[config.mk]
export PLATFORM = sky130hd
export DESIGN_NAME = mano_mem_arbiter
export DESIGN_NICKNAME = d
export VERILOG_FILES = /design/src/rtl/mano_pkg.sv /design/src/rtl/mano_rd_pipe.sv /design/src/rtl/mano_mem_arbiter.sv
export SDC_FILE = /design/constraint.sdc
export NUM_CORES = 1
export LEC_CHECK = 0
export CORE_UTILIZATION = 31
export DETAILED_ROUTE_END_ITERATION = 8
export GPL_ROUTABILITY_DRIVEN = 0
export GPL_TIMING_DRIVEN = 0
export HOLD_SLACK_MARGIN = 0.08
export PLACE_DENSITY = 0.73
export SYNTH_ARGS = -nofsm -noshare
export SYNTH_HDL_FRONTEND = slang
export SYNTH_SLANG_ARGS = --single-unit
[constraint.sdc]
create_clock -name clk -period 1.9 [get_ports clk]
set_clock_uncertainty 0.1 [all_clocks]
set_input_delay 0.19 -clock clk [delete_from_list [all_inputs] [get_ports clk]]
set_output_delay 0.19 -clock clk [all_outputs]
set_load 0.02 [all_outputs]
[src/rtl/mano_pkg.sv]
// mano_pkg: shared definitions for the mano_cpu memory subsystem.
//   - default data/address widths (also used by mano_cpu)
//   - arbiter state encoding (enum for readability in waveforms, plus
//     plain localparam constants used by the RTL)
//   - requester port identifiers used as read-pipeline tags
package mano_pkg;

  localparam int MANO_DWIDTH = 32;
  localparam int MANO_AWIDTH = 12;

  typedef enum logic [1:0] {
    ST_IDLE  = 2'd0,
    ST_OWN_A = 2'd1,
    ST_OWN_B = 2'd2
  } arb_state_e;

  localparam logic [1:0] IDLE  = 2'd0;
  localparam logic [1:0] OWN_A = 2'd1;
  localparam logic [1:0] OWN_B = 2'd2;

  localparam logic PORT_A = 1'b0;
  localparam logic PORT_B = 1'b1;

endpackage

[src/rtl/mano_rd_pipe.sv]
// mano_rd_pipe: two-stage valid + port-tag shift register for SRAM reads.
// A read accepted at edge N enters stage 0 at edge N; the SRAM samples its
// address at edge N+1, the same edge that moves the tag into stage 1, so
// stage 1 lines up with mem_dout and drives the owning port's rvalid.
// Ports:
//   clk, reset_n   clock, synchronous active-low reset (flushes the pipe)
//   issue          a read was accepted this cycle
//   issue_port     which port owns that read (PORT_A / PORT_B)
//   mem_dout       synchronous SRAM read data
//   a_rvalid/a_rdata, b_rvalid/b_rdata  per-port read return
module mano_rd_pipe
  import mano_pkg::*;
#(
  parameter int DWIDTH = MANO_DWIDTH
) (
  input  logic              clk,
  input  logic              reset_n,
  input  logic              issue,
  input  logic              issue_port,
  input  logic [DWIDTH-1:0] mem_dout,
  output logic              a_rvalid,
  output logic [DWIDTH-1:0] a_rdata,
  output logic              b_rvalid,
  output logic [DWIDTH-1:0] b_rdata
);

  logic [1:0] vld;
  logic [1:0] tag;

  always_ff @(posedge clk) begin
    if (!reset_n) begin
      vld <= 2'b00;
      tag <= 2'b00;
    end else begin
      vld <= {vld[0], issue};
      tag <= {tag[0], issue_port};
    end
  end

  assign a_rvalid = vld[1] && (tag[1] == PORT_A);
  assign b_rvalid = vld[1] && (tag[1] == PORT_B);

  // Data is only steered to the port that owns the returning read.
  assign a_rdata = a_rvalid ? mem_dout : '0;
  assign b_rdata = b_rvalid ? mem_dout : '0;

endmodule

[src/rtl/mano_mem_arbiter.sv]
// mano_mem_arbiter: two-requester arbiter for the mano_cpu single-port SRAM.
// Port A is the CPU, port B a host loader / data mover. Round-robin between
// the two, with an optional bounded burst lock for B. SRAM controls are
// registered; read data returns two cycles after acceptance.
// Handshake: a request is accepted on a rising edge where req && gnt.
//   gnt is combinational, never high without its req, and at most one gnt
//   is high per cycle. The accepted address/data/we must be stable while
//   req is high before the edge.
// Ports:
//   clk, reset_n                      clock, synchronous active-low reset
//   a_req/a_we/a_addr/a_wdata/a_gnt   port A request side
//   a_rdata/a_rvalid                  port A read return
//   b_* (same) plus b_lock            port B, b_lock requests burst ownership
//   mem_addr/mem_din/mem_we           registered SRAM controls
//   mem_dout                          SRAM read data (1-cycle latency)
module mano_mem_arbiter
  import mano_pkg::*;
#(
  parameter int DWIDTH   = MANO_DWIDTH,
  parameter int AWIDTH   = MANO_AWIDTH,
  parameter int LOCK_MAX = 8
) (
  input  logic              clk,
  input  logic              reset_n,
  input  logic              a_req,
  input  logic              a_we,
  input  logic [AWIDTH-1:0] a_addr,
  input  logic [DWIDTH-1:0] a_wdata,
  output logic              a_gnt,
  output logic [DWIDTH-1:0] a_rdata,
  output logic              a_rvalid,
  input  logic              b_req,
  input  logic              b_we,
  input  logic [AWIDTH-1:0] b_addr,
  input  logic [DWIDTH-1:0] b_wdata,
  input  logic              b_lock,
  output logic              b_gnt,
  output logic [DWIDTH-1:0] b_rdata,
  output logic              b_rvalid,
  output logic [AWIDTH-1:0] mem_addr,
  output logic [DWIDTH-1:0] mem_din,
  output logic              mem_we,
  input  logic [DWIDTH-1:0] mem_dout
);

  localparam int CW = $clog2(LOCK_MAX + 1);
  localparam logic [CW-1:0] LOCK_LIM = CW'(LOCK_MAX);

  logic [1:0]    state;
  logic          rr_ptr;    // last port served
  logic          served;    // any grant since reset; A wins the first tie
  logic [CW-1:0] lock_cnt;
  logic          grant_a;
  logic          grant_b;

  always_comb begin
    grant_a = 1'b0;
    grant_b = 1'b0;
    if (reset_n) begin
      if (a_req && b_req) begin
        if (lock_cnt == LOCK_LIM) begin
          // B has used its whole burst budget while A waited.
          grant_a = 1'b1;
        end else if ((state == OWN_B) && b_lock) begin
          grant_b = 1'b1;
        end else if (!served || (rr_ptr == PORT_B)) begin
          grant_a = 1'b1;
        end else begin
          grant_b = 1'b1;
        end
      end else begin
        grant_a = a_req;
        grant_b = b_req;
      end
    end
  end

  assign a_gnt = grant_a;
  assign b_gnt = grant_b;

  always_ff @(posedge clk) begin
    if (!reset_n) begin
      state    <= IDLE;
      rr_ptr   <= PORT_A;
      served   <= 1'b0;
      lock_cnt <= '0;
      mem_addr <= '0;
      mem_din  <= '0;
      mem_we   <= 1'b0;
    end else begin
      mem_we <= 1'b0;
      if (grant_a) begin
        state    <= OWN_A;
        rr_ptr   <= PORT_A;
        served   <= 1'b1;
        mem_addr <= a_addr;
        mem_din  <= a_wdata;
        mem_we   <= a_we;
      end else if (grant_b) begin
        state    <= OWN_B;
        rr_ptr   <= PORT_B;
        served   <= 1'b1;
        mem_addr <= b_addr;
        mem_din  <= b_wdata;
        mem_we   <= b_we;
      end else begin
        state <= IDLE;
      end

      // Only grants that actually held A off count against the burst budget.
      if (grant_a || !b_lock) begin
        lock_cnt <= '0;
      end else if (grant_b && a_req && (lock_cnt != LOCK_LIM)) begin
        lock_cnt <= lock_cnt + CW'(1);
      end
    end
  end

  mano_rd_pipe #(
    .DWIDTH(DWIDTH)
  ) u_rd_pipe (
    .clk       (clk),
    .reset_n   (reset_n),
    .issue     ((grant_a && !a_we) || (grant_b && !b_we)),
    .issue_port(grant_b ? PORT_B : PORT_A),
    .mem_dout  (mem_dout),
    .a_rvalid  (a_rvalid),
    .a_rdata   (a_rdata),
    .b_rvalid  (b_rvalid),
    .b_rdata   (b_rdata)
  );

endmodule

==> summary.json <==
{
  "outcome": "completed",
  "drt-pass1-iter-count": 4,
  "max-clock-path-buffers": 2,
  "detail_route.wirelength.met1_microns": 5120,
  "placeable_core_region_sq_um": 10500,
  "reg2regPathDepth": 8,
  "synth_nets": 459,
  "place_hpwl_microns": 10300,
  "timing.reg2reg.setup_slack_ns": 0.20,
  "dpl_worst_slack_ns": -0.440,
  "post_drt_wl_per_cell_microns": 18.1,
  "worst_pin_slew_ns": 0.522,
  "pin_count": 240,
  "layout-area-overhead-vs-synth_pct": 78.9,
  "post_dp_cell_area_sq_um": 5950,
  "cts_made_buffers": 9,
  "cts.clk_slew.worst_paths_ns": 0.06,
  "overflow": 0,
  "post_synth_main_area_contributors": "dfxtp_1 (34%), mux2i_1 (14%), o221a_1 (13%)",
  "grt_pass1_vias": 3689,
  "synthesis.instances": 330,
  "fin_crit_ns": 1.86,
  "rows": 37,
  "final_design_utilization": 0.580,
  "postLayoutCellArea_sq_um": 6070,
  "max_freq_mhz": 538,
  "clock_tree.root_cell": "clkbuf_8",
  "leakage_nw": 2.72,
  "detail-route-antenna-nets": 0,
  "synth.top_cell.area_share": 0.336,
  "grt_max_degree": 11,
  "totalPowerFinal_mw": 3.46,
  "timing.slew.headroom": 0.652,
  "worst_hold_path.num_cells": 1,
  "syn_area_per_cell_sq_um": 10.3,
  "design.die.area_sq_um": 11400,
  "cts-htree-levels": 3,
  "start_util": 0.325,
  "dr_total_vias": 3676,
  "worst_hold_path_type": "flop to flop",
  "layout_worst_path_cycle_share": 0.977,
  "powerDensity_nw_per_um2": 569,
  "synthesis.yosys.warnings": 0,
  "die_height_microns": 107,
  "initialDrtViolationCount": 132,
  "mappedNetlistArea_sq_um": 3400,
  "finalNetCount": 710,
  "final_common_cell": "clkdlybuf4s50_1",
  "met3WireLength_microns": 986,
  "final_max_slew_viol_count": 0,
  "worst_r2r_startpoint": "lock_cnt[0]",
  "tritoncts_clock_tree": "built",
  "finalWorstSetupSlack_ns": 0.0428,
  "final-setup-viol-count": 0,
  "timing.critical_path.from_type": "flop",
  "worst_hold_slack_ns": 0.346,
  "buffer_ports.inserted": 238,
  "post_route_cells_drive_above_1_share": 0.168,
  "hold_path_end": "u_rd_pipe.tag[1]",
  "unrepaired_setup_endpoints_after_global_routing": "yes",
  "power.ir.vdd_worst_uv": 344,
  "clock_latency_ns": 0.32,
  "post-route-drc-count": 0,
  "crit_path_end_kind": "output port",
  "grt_pass1_wl_microns": 19700,
  "synth-seq-area-share": 0.336,
  "postSynthRegisterBits": 57,
  "viasPerCell": 5.08,
  "max-cap-violations": 0,
  "clock_sinks": 57,
  "grt_overall_usage": 0.221,
  "regToRegEndpoint": "mem_addr[11]",
  "timing.critical_path.required_ns": 1.61,
  "most_frequent_cells_in_the_layout": "clkdlybuf4s50_1 (173), dfxtp_1 (53), mux2i_1 (47)",
  "routed.top_layer": "met4",
  "die-width_microns": 107,
  "hold_start": "u_rd_pipe.tag[0]",
  "wirelength_microns": 13100,
  "critical_path_peak_fanout": 10,
  "synth_top_cell_by_area": "dfxtp_1",
  "number_of_hold_violations_in_the_final_report": 0,
  "timing.setup.critical_path_class": "flop to output port",
  "number_of_distinct_standard_cells_referenced_by_the_synthesized_netlist": 35,
  "antenna_violations_before_repair": 2,
  "wl_met2_microns": 6680,
  "worstPathArrival_ns": 1.57
}
-- area by class of cell --
type	count	area [sq um]
fillers	961	4390
diodes	2	5.00
inverters	5	18.8
multi-input cells	234	2040
clock inverters	3	15.0
plain buffers	34	248
clock buffers	12	165
well taps	136	170
repair buffers	240	2260
flip-flops and latches	57	1150
-- where the power goes --
| group | switching [mW] | total (mW) | internal, mW |
|---|---|---|---|
| clock network | 0.480 | 1.05 | 0.566 |
| logic | 0.462 | 1.07 | 0.605 |
| registers | 0.0523 | 1.34 | 1.29 |
-- sequential cells by signal, indices dropped and copies added (netlist names) --
name,count
served,1
rr_ptr,1
u_rd_pipe.vld,2
u_rd_pipe.tag,2
mem_din,32
lock_cnt,4
state,2
mem_we,1
mem_addr,12
-- critical path: stages (launching register included) --
cell	delay, ns
dfxtp_2	0.39
nor2b_4	0.24
buf_4	0.18
and2_1	0.17
clkdlybuf4s15_2	0.27
-- per-stage QoR --
stage,setup TNS (ns),cells
3_5_place_dp,-11.44,704
2_1_floorplan,0,330
6_report,0,723
5_1_grt,-0.0497,723
4_1_cts,0,721
3_3_place_gp,-9.51,704
-- synth_stat cells --
library cell  count
dfxtp_1          57
mux2i_1          47
o221a_1          38
a21boi_1         36
and2_1           35
and3_1           35
clkbuf_1         18
a21boi_0          9
buf_6             9
o221a_2           6
a21oi_1           4
inv_1             4
buf_2             3
nor3b_2           3
a22o_1            2
buf_4             2
buf_8             2
ha_1              2
nand2_1           2
a31oi_1           1
and3b_4           1
inv_2             1
nand2_2           1
nand3b_4          1
nand4_1           1
nor2b_1           1
nor2b_2           1
nor4b_2           1
o211a_1           1
o211a_4           1
o211ai_4          1
o21ai_0           1
o21ai_1           1
o31a_1            1
xnor2_1           1
-- metal layers --
metal  global-route usage  vias up
met5                    0        -
met4               0.0841        0
met3               0.0535       21
met2                0.419      154
met1                0.234     1740
li1                     -     1761
-- cells by family (layout without fill, tap and decap cells) --
| kind of cell | count (synthesis) | count (layout) | synth area share |
|---|---|---|---|
| AO/OA/AOI/OAI | 102 | 102 | 0.278 |
| buffers and inverters | 39 | 294 | 0.0729 |
| multiplexers | 47 | 47 | 0.139 |
| other | 0 | 2 | 0 |
| XOR/XNOR | 1 | 1 | 0.00258 |
| adder cells (fa/ha/maj) | 2 | 2 | 0.00737 |
| AND/OR/NAND/NOR | 82 | 82 | 0.164 |
| flip-flops | 57 | 57 | 0.336 |
-- worst max-delay path by stage --
| stage | startpoint | endpoint | slack [ns] | cells after the start |
|---|---|---|---|---|
| 2_1_floorplan | lock_cnt[0] | mem_we | 0.21 | 6 |
| 3_3_place_gp | b_req | b_gnt | -0.41 | 5 |
| 3_5_place_dp | b_req | b_gnt | -0.44 | 5 |
| 4_1_cts | u_rd_pipe.vld[1] | a_rdata[2] | 0.0008 | 4 |
| 5_1_grt | u_rd_pipe.vld[1] | a_rdata[23] | -0.02 | 4 |
| 6_report | u_rd_pipe.vld[1] | a_rdata[23] | 0.04 | 4 |
-- timing repair --
| action | in CTS | in global routing |
|---|---|---|
| setup buffers | 1 | 0 |
| hold endpoints to repair | 2 | 0 |
| hold buffers | 1 | 0 |
| gates resized for setup | 126 | 32 |
| pin swaps | 1 | 1 |
| endpoints found under the setup margin | 65 | 24 |
No activity file was read; power rests on OpenSTA's default activity.
